`src/rtl/pacote_processador.sv`:
```
// Shared definitions for the multicycle MIPS core: phase state codes and
// the opcodes the phase sequencer needs to tell apart.
package pacote_processador;

   typedef enum logic [3:0] {
      S_INICIO   = 4'd0,
      S_BUSCA    = 4'd1,
      S_CAPTURA  = 4'd2,
      S_CONTROLE = 4'd3,
      S_LEITURA  = 4'd4,
      S_ALUCTRL  = 4'd5,
      S_EXEC     = 4'd6,
      S_MEM      = 4'd7,
      S_ESCRITA  = 4'd8,
      S_FIM      = 4'd9
   } estado_t;

   localparam logic [5:0] OP_RTYPE = 6'b000000;
   localparam logic [5:0] OP_LW    = 6'b100011;
   localparam logic [5:0] OP_SW    = 6'b101011;
   localparam logic [5:0] OP_BEQ   = 6'b000100;

endpackage

```
`src/rtl/sequenciador_fases.sv`:
```
// Opcode-aware phase sequencer. Moore FSM that pulses one stage enable per
// cycle, skips MEM/ESCRITA when the opcode does not need them, waits on the
// memory-ready handshake with a timeout and counts retired instructions.
module sequenciador_fases
   import pacote_processador::*;
#(
   parameter int MEM_TIMEOUT = 16
) (
   input  logic        clk,
   input  logic        reset,
   input  logic        habilita,
   input  logic [5:0]  opcode,
   input  logic        mem_pronto,
   output logic        ifd,
   output logic        captura,
   output logic        co,
   output logic        id,
   output logic        pc_we,
   output logic        ic,
   output logic        alu,
   output logic        mem,
   output logic        fim_instr,
   output logic        erro_mem,
   output logic [3:0]  fase,
   output logic [31:0] num_instr
);

   localparam int CW = (MEM_TIMEOUT < 2) ? 1 : $clog2(MEM_TIMEOUT);
   localparam logic [CW-1:0] CNT_ULTIMO = CW'(MEM_TIMEOUT - 1);

   estado_t       state_q, state_d;
   logic [5:0]    op_reg_q, op_reg_d;
   logic [CW-1:0] cnt_q, cnt_d;
   logic          erro_q, erro_d;
   logic [31:0]   num_instr_q, num_instr_d;

   // Last allowed MEM cycle without a ready: this cycle ends the access.
   logic          mem_estouro;
   assign mem_estouro = (cnt_q == CNT_ULTIMO) && !mem_pronto;

   // State and datapath registers; reset aborts any instruction in flight.
   always_ff @(posedge clk or negedge reset) begin
      if (!reset) begin
         state_q     <= S_INICIO;
         op_reg_q    <= '0;
         cnt_q       <= '0;
         erro_q      <= 1'b0;
         num_instr_q <= '0;
      end else begin
         state_q     <= state_d;
         op_reg_q    <= op_reg_d;
         cnt_q       <= cnt_d;
         erro_q      <= erro_d;
         num_instr_q <= num_instr_d;
      end
   end

   // Next-state selection; unused codes fall back to INICIO.
   always_comb begin
      state_d = S_INICIO;
      case (state_q)
         S_INICIO:   state_d = habilita ? S_BUSCA : S_INICIO;
         S_BUSCA:    state_d = S_CAPTURA;
         S_CAPTURA:  state_d = S_CONTROLE;
         S_CONTROLE: state_d = S_LEITURA;
         S_LEITURA:  state_d = S_ALUCTRL;
         S_ALUCTRL:  state_d = S_EXEC;
         S_EXEC: begin
            if (op_reg_q == OP_LW || op_reg_q == OP_SW) state_d = S_MEM;
            else if (op_reg_q == OP_BEQ)                state_d = S_FIM;
            else                                        state_d = S_ESCRITA;
         end
         S_MEM: begin
            if (mem_pronto)       state_d = (op_reg_q == OP_LW) ? S_ESCRITA : S_FIM;
            else if (mem_estouro) state_d = S_FIM;
            else                  state_d = S_MEM;
         end
         S_ESCRITA:  state_d = S_FIM;
         S_FIM:      state_d = habilita ? S_BUSCA : S_INICIO;
         default:    state_d = S_INICIO;
      endcase
   end

   // Opcode latch, MEM wait counter, sticky timeout flag and retire counter.
   always_comb begin
      op_reg_d    = op_reg_q;
      cnt_d       = cnt_q;
      erro_d      = erro_q;
      num_instr_d = num_instr_q;
      if (state_q == S_CAPTURA) op_reg_d = opcode;
      if (state_q == S_MEM) begin
         if (mem_pronto || mem_estouro) cnt_d = '0;
         else                           cnt_d = cnt_q + 1'b1;
         if (mem_estouro) erro_d = 1'b1;
      end
      if (state_q == S_FIM) num_instr_d = num_instr_q + 32'd1;
   end

   // Stage enables decoded from the state register alone.
   always_comb begin
      ifd       = 1'b0;
      captura   = 1'b0;
      co        = 1'b0;
      id        = 1'b0;
      pc_we     = 1'b0;
      ic        = 1'b0;
      alu       = 1'b0;
      mem       = 1'b0;
      fim_instr = 1'b0;
      case (state_q)
         S_BUSCA:    ifd = 1'b1;
         S_CAPTURA:  captura = 1'b1;
         S_CONTROLE: co = 1'b1;
         S_LEITURA: begin
            id    = 1'b1;
            pc_we = 1'b1;
         end
         S_ALUCTRL:  ic = 1'b1;
         S_EXEC:     alu = 1'b1;
         S_MEM:      mem = 1'b1;
         S_ESCRITA:  id = 1'b1;
         S_FIM:      fim_instr = 1'b1;
         default: ;
      endcase
   end

   assign fase      = state_q;
   assign erro_mem  = erro_q;
   assign num_instr = num_instr_q;

endmodule

```
`config.mk`:
```
export PLATFORM = sky130hd
export DESIGN_NAME = sequenciador_fases
export DESIGN_NICKNAME = d
export VERILOG_FILES = /design/src/rtl/pacote_processador.sv /design/src/rtl/sequenciador_fases.sv
export SDC_FILE = /design/constraint.sdc
export NUM_CORES = 1
export LEC_CHECK = 0
export BUFFER_PORTS_ARGS = -buffer_cell sky130_fd_sc_hd__buf_2
export CORE_MARGIN = 3
export CORE_UTILIZATION = 57
export CTS_CLUSTER_DIAMETER = 120
export DETAILED_ROUTE_END_ITERATION = 8
export PLACE_DENSITY = 0.92
export RECOVER_POWER = 25
export SKIP_LAST_GASP = 1
export SLEW_MARGIN = 20
export SYNTH_ARGS = -nofsm -noshare
export SYNTH_HDL_FRONTEND = slang
export SYNTH_SLANG_ARGS = --single-unit
```
`constraint.sdc`:
```
create_clock -name clk -period 2.62 [get_ports clk]
set_input_delay 0.262 -clock clk [delete_from_list [all_inputs] [get_ports clk]]
set_output_delay 0.262 -clock clk [all_outputs]
set_load 0.05 [all_outputs]
```
==> Yosys cells after proc, flatten, opt, wreduce, memory -nomap -nowiden <==
Cells that the tools add are included.
{ "totals": {"reg_bits": 47, "latchBits": 0, "ramBits": 0, "romBits": 0, "inputBits": 10, "out_inout_bits": 46, "wordCells": 45, "mem_count": 0} }
{ "op_classes": {"add_sub_neg": 2, "mul": 0, "n_div": 0, "magnitude_cmp": 0, "n_eq_ne": 13, "n_shift": 0, "muxes": 17, "bitwise_logic": 0, "n_reduce_logical": 8} }
{ "ops": {"columns": ["op", "count"], "rows": [
  ["$pmux 4 s9", 1],
  ["$add 32x1->32 const B", 1],
  ["$eq 4x3->1 const B", 4],
  ["$mux 4", 4],
  ["$eq 4x4->1 const B", 3],
  ["$eq 6x6->1 const B", 2],
  ["$mux 1", 12],
  ["$eq 4x2->1 const B", 2],
  ["$eq 6x3->1 const B", 1],
  ["$add 4x1->4 const B", 1],
  ["$eq 4x1->1 const B", 1],
  ["$logic_not 4->1", 1],
  ["$reduce_or 2->1", 2],
  ["$logic_or 1x1->1", 2],
  ["$reduce_and 2->1", 1],
  ["$logic_and 1x1->1", 1],
  ["$logic_not 1->1", 1]
]} }

==> Longest topological paths before layout <==
Gate-level depths: netlist (run 1).
{ "logic_depth": {"word_depth": 5, "ltp_mapped": 7, "ltp_nobuf": 6} }

==> Least setup slack after synthesis (run 1) <==
OpenSTA, ideal clock, no wires.
{ "synth_timing": {"kind": "flip-flop to output port", "startpoint": "reg state_q[3], in the netlist fase[3]", "endpoint": "out id", "arrival_ns": 2.299, "required_ns": 2.358, "setup_slack_ns": 0.059, "path_stages_with_launch": 4, "n_path_buf": 1, "cell_sequence": "dfrtp_1 -> clkbuf_1 -> nand2b_1 -> a211oi_1"} }
{ "synth_between": {"elab_chain_cells": 3, "word_cells_on_any_way": 4, "cone_classes": "eq/ne: 2; mux: 1; reduce/logical: 1"} }
{ "synth_rtl": {"columns": ["element", "line", "rtl"], "rows": [
  ["start: declaration", "sequenciador_fases.sv:31", "estado_t state_q, state_d;"],
  ["start signal: assignment", "sequenciador_fases.sv:50", "state_q <= state_d;"],
  ["$eq 4x4->1 / $eq 4x3->1 (equally long branches)", "sequenciador_fases.sv:110", "case (state_q)"],
  ["$reduce_or 2->1 (no source line) *", null, null],
  ["$mux 1 *", "sequenciador_fases.sv:110", null],
  ["end: declaration", "sequenciador_fases.sv:17", "output logic id,"]
]} }
Every way passes the cells marked *; elsewhere a longest branch is shown, timed or not.

==> Final worst setup path (run 1) <==
{ "layout_timing": {"startpoint": "reg state_q[2], in the netlist fase[2]", "endpoint": "reg num_instr_q[28], in the netlist num_instr[28]"} }
{ "layout_between": {"elab_chain_cells": 1} }
{ "layout_rtl": {"columns": ["element", "line", "rtl"], "rows": [
  ["$eq 4x4->1", "sequenciador_fases.sv:96", "if (state_q == S_FIM) num_instr_d = num_instr_q + 32'd1;"],
  ["end signal: assignment", "sequenciador_fases.sv:54", "num_instr_q <= num_instr_d;"],
  ["end: declaration", "sequenciador_fases.sv:35", "logic [31:0] num_instr_q, num_instr_d;"]
]} }
No other way between the ends.
A chain may end at the register's enable or synchronous reset.

==> impl_metrics.py, run 1 <==
metrics = {
    "run_status": {
        "status": "complete, no violations",
    },
    "clocking": {
        "cts_resized": 0,
        "cts_hold_buffers": 0,
        "clock_latency_ns": 0.30,
        "clock_sinks": 47,
        "cts_tree": "built",
        "cts_buffer_depth": 2,
        "clk_pin_slew_ns": 0.08,
        "cts_buffers": 5,
        "root_buffer": "clkbuf_8",
        "cts_htree_levels": 2,
        "postCtsSetupRepairBufs": 0,
    },
    "final_layout": {
        "fin_area_um2": 2680,
        "antenna_cells": 0,
        "nFillCells": 277,
        "multi_input_area_um2": 1050,
        "fin_util_pct": 71.1,
        "seq_area_um2": 1180,
        "nets": 279,
        "syn_to_final_growth_pct": 17.4,
        "drive_gt1_share_pct": 28.8,
    },
    "setup_path": {
        "endpoint_kind": "flop",
        "crit_chain": "nand4bb_1 -> nor3_1 -> nand4b_1 -> xnor2_1",
        "cp_num_buf_inv": 0,
        "reg2reg_depth": 4,
        "cp.depth": 4,
        "cp_data_required_time_ns": 2.81,
        "arrival_ns": 2.43,
        "slowest_stage": "nor3_1",
        "cp-start-kind": "flop",
        "cp_max_fo": 14,
        "startpoint": "fase[2]",
        "path_class": "reg2reg",
        "r2r_start": "fase[2]",
        "cpLargestDelayFamily": "simple AND/OR/NAND/NOR gates",
        "slowest_delay_ns": 0.66,
    },
    "pwr": {
        "pwr-share-comb_pct": 36.2,
        "p_int_uw": 1330,
        "seq_power_share_pct": 44.5,
        "total_power_uw": 2260,
        "clkPwrFrac_pct": 19.3,
        "cellPowerDensity_nw_per_um2": 842,
        "p_sw_share_pct": 41.3,
        "p_sw_uw": 934,
        "max-vdd-ir-drop_uv": 949,
        "p_leak_uw": 0.00134,
    },
    "timing": {
        "worst_slew_pin_slew_ns": 1.12,
        "rsz0062_at_grt": "false",
        "clock.fmax_mhz": 447,
        "fin_skew_ns": 0.00540,
        "hold_viol": 0,
        "max_slew_margin_pct": 25.2,
        "fin_crit_sh_pct": 85.4,
        "fin_setup_tns_ns": 0,
        "report.final.slew_viol_count": 0,
        "setup_ws_ns": 0.382,
        "period_needed_ns": 2.24,
        "setup_viol": 0,
    },
    "drt": {
        "drcViolationCount": 0,
        "via_count": 1833,
        "totalWireLength_um": 4810,
        "ant_nets": 0,
        "drtIter0Drc": 161,
        "wl_per_cell_um": 15.3,
        "via_per_inst": 5.82,
        "drt_pass1_iterations": 4,
    },
    "yosys": {
        "synth_area_leaders": "dfrtp_1 (51%), xnor2_1 (11%), nand4_1 (3.6%)",
        "synth_edf_count": 0,
        "synthArstFlopShare_pct": 100,
        "yosysUniqueCellTypes": 37,
        "avgSynthCellArea_um2": 10.8,
        "synth_top_area_share_pct": 51.5,
        "yosys_warnings": 0,
        "seq_area_frac_synth_pct": 51.5,
        "synthFlopType": "dfrtp_1",
        "mappedNetlistArea_um2": 2290,
        "synthCells": 211,
        "synth_top_cell_by_area": "dfrtp_1",
        "syn_nets": 223,
        "ys_ff_latch": 47,
    },
    "min_path": {
        "hp-start": "opcode[1]",
        "whs_path_depth": 2,
        "min_path_type": "in2reg",
    },
    "global_route": {
        "grt_pass1_wl_um": 8000,
        "grt_max_degree": 48,
        "grt_pass1_vias": 1731,
        "gr-total-overflow": 0,
        "grt_use_total_pct": 20.7,
        "grt_antenna_before_repair": 0,
    },
    "floorplanning": {
        "num_io_pins": 56,
        "dieArea_um2": 4810,
        "start_util_pct": 60.6,
        "num_rows": 22,
        "core_area_um2": 3770,
        "die_width_um": 69.3,
        "die_y_um": 69.3,
    },
    "placed_design": {
        "dp_worst_setup_slack_ns": 0.379,
        "portBuffers": 55,
        "hpwl_um": 3540,
        "dpl_cell_area_um2": 2580,
        "routabilityCongestion": 0.896,
    },
    "job": {
        "maxCapViolCount": 0,
    },
}
==> area by class of cell <==
class / instances / share of cell area [%]
sequential: 47 / 43.8
multi-input combinational: 151 / 39.0
timing repair buffer: 57 / 10.9
clock buffer: 6 / 3.08
tap: 48 / 2.24
inverter: 5 / 0.700
clock inverter: 1 / 0.187
==> path summary, 6_finish.rpt <==
kind | to | slack (ns)
worst max register to register | num_instr[28] | 0.38
min in group asynchronous | num_instr[13] | 0.71
worst max-delay path | num_instr[28] | 0.38
worst min-delay path | op_reg_q[1] | 0.19
worst min register to register | erro_mem | 0.46
max in group asynchronous | num_instr[8] | 1.22
==> cells by family (layout without fill, tap and decap cells) <==
kind of cell / after synthesis / count (layout) / synth area share, %
buffers and inverters: 13 / 69 / 2.74
multiplexers: 7 / 7 / 3.45
flip-flops: 47 / 47 / 51.5
adder cells (fa/ha/maj): 2 / 2 / 1.09
XOR/XNOR: 31 / 31 / 11.9
AND/OR/NAND/NOR: 89 / 89 / 23.0
AO/OA/AOI/OAI: 22 / 22 / 6.35
==> synthesized netlist by cell type, drive strengths merged, types with 2 or more instances <==
| cell type | instances |
|---|---|
| nand4 | 13 |
| nor3 | 8 |
| o31ai | 4 |
| clkbuf | 3 |
| o21ai | 6 |
| nor4 | 2 |
| xor2 | 3 |
| and4 | 2 |
| nand3 | 14 |
| a211oi | 2 |
| xnor2 | 28 |
| nor2 | 8 |
| nand2 | 21 |
| a21oi | 3 |
| ha | 2 |
| nor2b | 2 |
| buf | 5 |
| and3 | 7 |
| nand4b | 3 |
| nand2b | 4 |
| dfrtp | 47 |
| inv | 5 |
| mux2 | 7 |
==> routing by layer <==
layer,share of wire (%),GRT usage [%]
met5,0,0
met4,1.1,6.07
met3,7.9,6.52
met2,52,36.2
met1,39,24.1
==> state kept, by name, summed over array words and instances (netlist names) <==
signal and count:
fase 4, op_reg_q 6, cnt_q 4, num_instr 32, erro_mem 1
==> layout by cell type, fill, tap and decap left out, drive strengths merged, types with 2 or more instances in the layout <==
master  synthesis  final
mux2            7      7
buf             5     55
and3            7      7
nand2b          4      4
dfrtp          47     47
ha              2      2
a21oi           3      3
a211oi          2      2
nand4b          3      3
clkbuf          3      7
nor2b           2      2
nand2          21     21
nor2            8      8
inv             5      5
xnor2          28     28
nor3            8      8
and4            2      2
nand3          14     14
nand4          13     13
o31ai           4      4
nor4            2      2
o21ai           6      6
xor2            3      3
==> power groups by stage <==
stage | logic (uW) | clock network (uW) | registers (uW)
floorplan | 544 | 0 | 1100
global placement | 799 | 0 | 1010
detailed placement | 825 | 0 | 1020
CTS | 825 | 448 | 1000
global route | 893 | 485 | 1030
finish | 819 | 435 | 1010
==> through the flow <==
stage          hold slack [ns]  std cells
6_report                 0.195        315
3_5_place_dp             0.454        307
3_3_place_gp             0.448        307
5_1_grt                  0.183        315
2_1_floorplan          -0.0336        211
4_1_cts                  0.171        314
No activity file was read; power rests on OpenSTA's default activity.
==> inputs of run 2 (changes only) <==
- PLACE_DENSITY: 0.92 -> 0.93
==> impl_metrics.py, run 2 (same netlist as run 1, synthesis figures left out) <==
metrics = {
    "floorplanning": {
        "num_io_pins": 56,
        "die_width_um": 69.3,
        "core_area_um2": 3770,
        "start_util_pct": 60.6,
        "num_rows": 22,
        "die_y_um": 69.3,
        "dieArea_um2": 4810,
    },
    "setup_path": {
        "cp_num_buf_inv": 2,
        "ff2ff_setup_slack_ns": 0.47,
        "slowest_delay_ns": 0.56,
        "arrival_ns": 1.95,
        "slowest_stage": "nand4bb_1",
        "endpoint_kind": "output pin",
        "path_class": "reg2out",
        "cpLargestDelayFamily": "buffers and inverters",
        "cp-start-kind": "flop",
        "cp_data_required_time_ns": 2.36,
        "cp_max_fo": 14,
        "crit_chain": "nand4bb_1 -> inv_1 -> buf_2",
    },
    "timing": {
        "setup_viol": 0,
        "worst_slew_pin_slew_ns": 1.14,
        "period_needed_ns": 2.21,
        "fin_crit_sh_pct": 84.5,
        "rsz0062_at_grt": "false",
        "max_slew_margin_pct": 24.3,
        "hold_viol": 0,
        "fin_skew_ns": 0.00704,
        "clock.fmax_mhz": 452,
        "fin_setup_tns_ns": 0,
        "report.final.slew_viol_count": 0,
    },
    "global_route": {
        "grt_max_degree": 48,
        "grt_pass1_vias": 1660,
        "gr-total-overflow": 0,
        "grt_antenna_before_repair": 0,
        "grt_pass1_wl_um": 7800,
        "grt_use_total_pct": 20.1,
    },
    "min_path": {
        "min_path_type": "in2reg",
    },
    "clocking": {
        "cts_buffer_depth": 2,
        "clock_sinks": 47,
        "root_buffer": "clkbuf_8",
        "postCtsSetupRepairBufs": 0,
        "clk_pin_slew_ns": 0.08,
        "cts_htree_levels": 2,
        "cts_tree": "built",
        "cts_buffers": 5,
        "clock_latency_ns": 0.30,
    },
    "placed_design": {
        "place_inst": 309,
        "hpwl_um": 3280,
        "portBuffers": 55,
        "routabilityCongestion": 0.849,
    },
    "drt": {
        "totalWireLength_um": 4600,
        "ant_nets": 0,
        "via_count": 1810,
        "via_per_inst": 5.69,
        "drt_pass1_iterations": 4,
        "wl_per_cell_um": 14.5,
        "drtIter0Drc": 117,
        "drcViolationCount": 0,
    },
    "job": {
        "maxCapViolCount": 0,
    },
    "run_status": {
        "status": "complete, no violations",
    },
    "pwr": {
        "max-vdd-ir-drop_uv": 876,
        "p_leak_uw": 0.00136,
        "cellPowerDensity_nw_per_um2": 872,
    },
    "final_layout": {
        "syn_to_final_growth_pct": 19.1,
        "final_cell_mix": "buf_2 (54), dfrtp_1 (47), xnor2_1 (28)",
        "antenna_cells": 0,
        "largest_register_ffs": 32,
        "final_common_cell": "buf_2",
        "nFillCells": 268,
        "nets": 281,
        "drive_gt1_share_pct": 29.6,
        "final_cells": 318,
    },
}
run 2: where the power goes:
group / switching, uW / internal, uW
Sequential: 141 / 846
Combinational: 569 / 284
Clock: 249 / 284
Total: 959 / 1410
run 2: through the flow:
stage          hold WS, ns  setup slack, ns  utilization [%]  power (uW)  cell area, um^2
2_1_floorplan      -0.0336           0.0586                -        1640             2290
3_3_place_gp         0.447            0.538             68.9        1820             2600
3_5_place_dp         0.460            0.475             68.9        1850             2600
4_1_cts              0.161            0.380             71.9        2380             2710
5_1_grt              0.182            0.268             72.2        2510             2720
6_report             0.188            0.406             72.2        2370             2720
run 2: worst paths after layout:
| kind | depth (start not counted) | from | endpoint |
|---|---|---|---|
| max | 3 | fase[2] | fim_instr |
| max reg2reg | 4 | fase[2] | num_instr[12] |
| min in group asynchronous | 2 | reset | num_instr[17] |
| max in group asynchronous | 2 | reset | num_instr[23] |
| min reg2reg | 2 | erro_mem | erro_mem |
| min | 2 | opcode[1] | op_reg_q[1] |
run 2: final cells by class:
| class | count | area [um^2] | area share (%) |
|---|---|---|---|
| inverters | 5 | 18.8 | 0.689 |
| clock buffers | 5 | 68.8 | 2.53 |
| well taps | 48 | 60.1 | 2.21 |
| flip-flops and latches | 47 | 1180 | 43.2 |
| repair buffers | 59 | 308 | 11.3 |
| multi-input cells | 151 | 1050 | 38.5 |
| clock inverters | 3 | 43.8 | 1.61 |
run 2: repair_timing:
action | 4_1_cts | 5_1_grt
hold buffers | 0 | 1
gates resized for setup | 0 | 0
setup endpoints to repair | 0 | 0
hold endpoints to repair | 0 | 19
run 2: routing by layer:
layer  track usage [%]  vias up  share of wire, %
li1                  -      867                 -
met1              25.1      877                43
met2              33.4       56                50
met3              5.65       10               6.2
met4              7.16        0               1.6
met5                 0        -                 0
run 2: worst reg2reg max path, delay by kind of cell (launching register included):
kind	cells	cell delay [ns]
AND/OR/NAND/NOR	3	1.33
flip-flops	1	0.53
XOR/XNOR	1	0.21
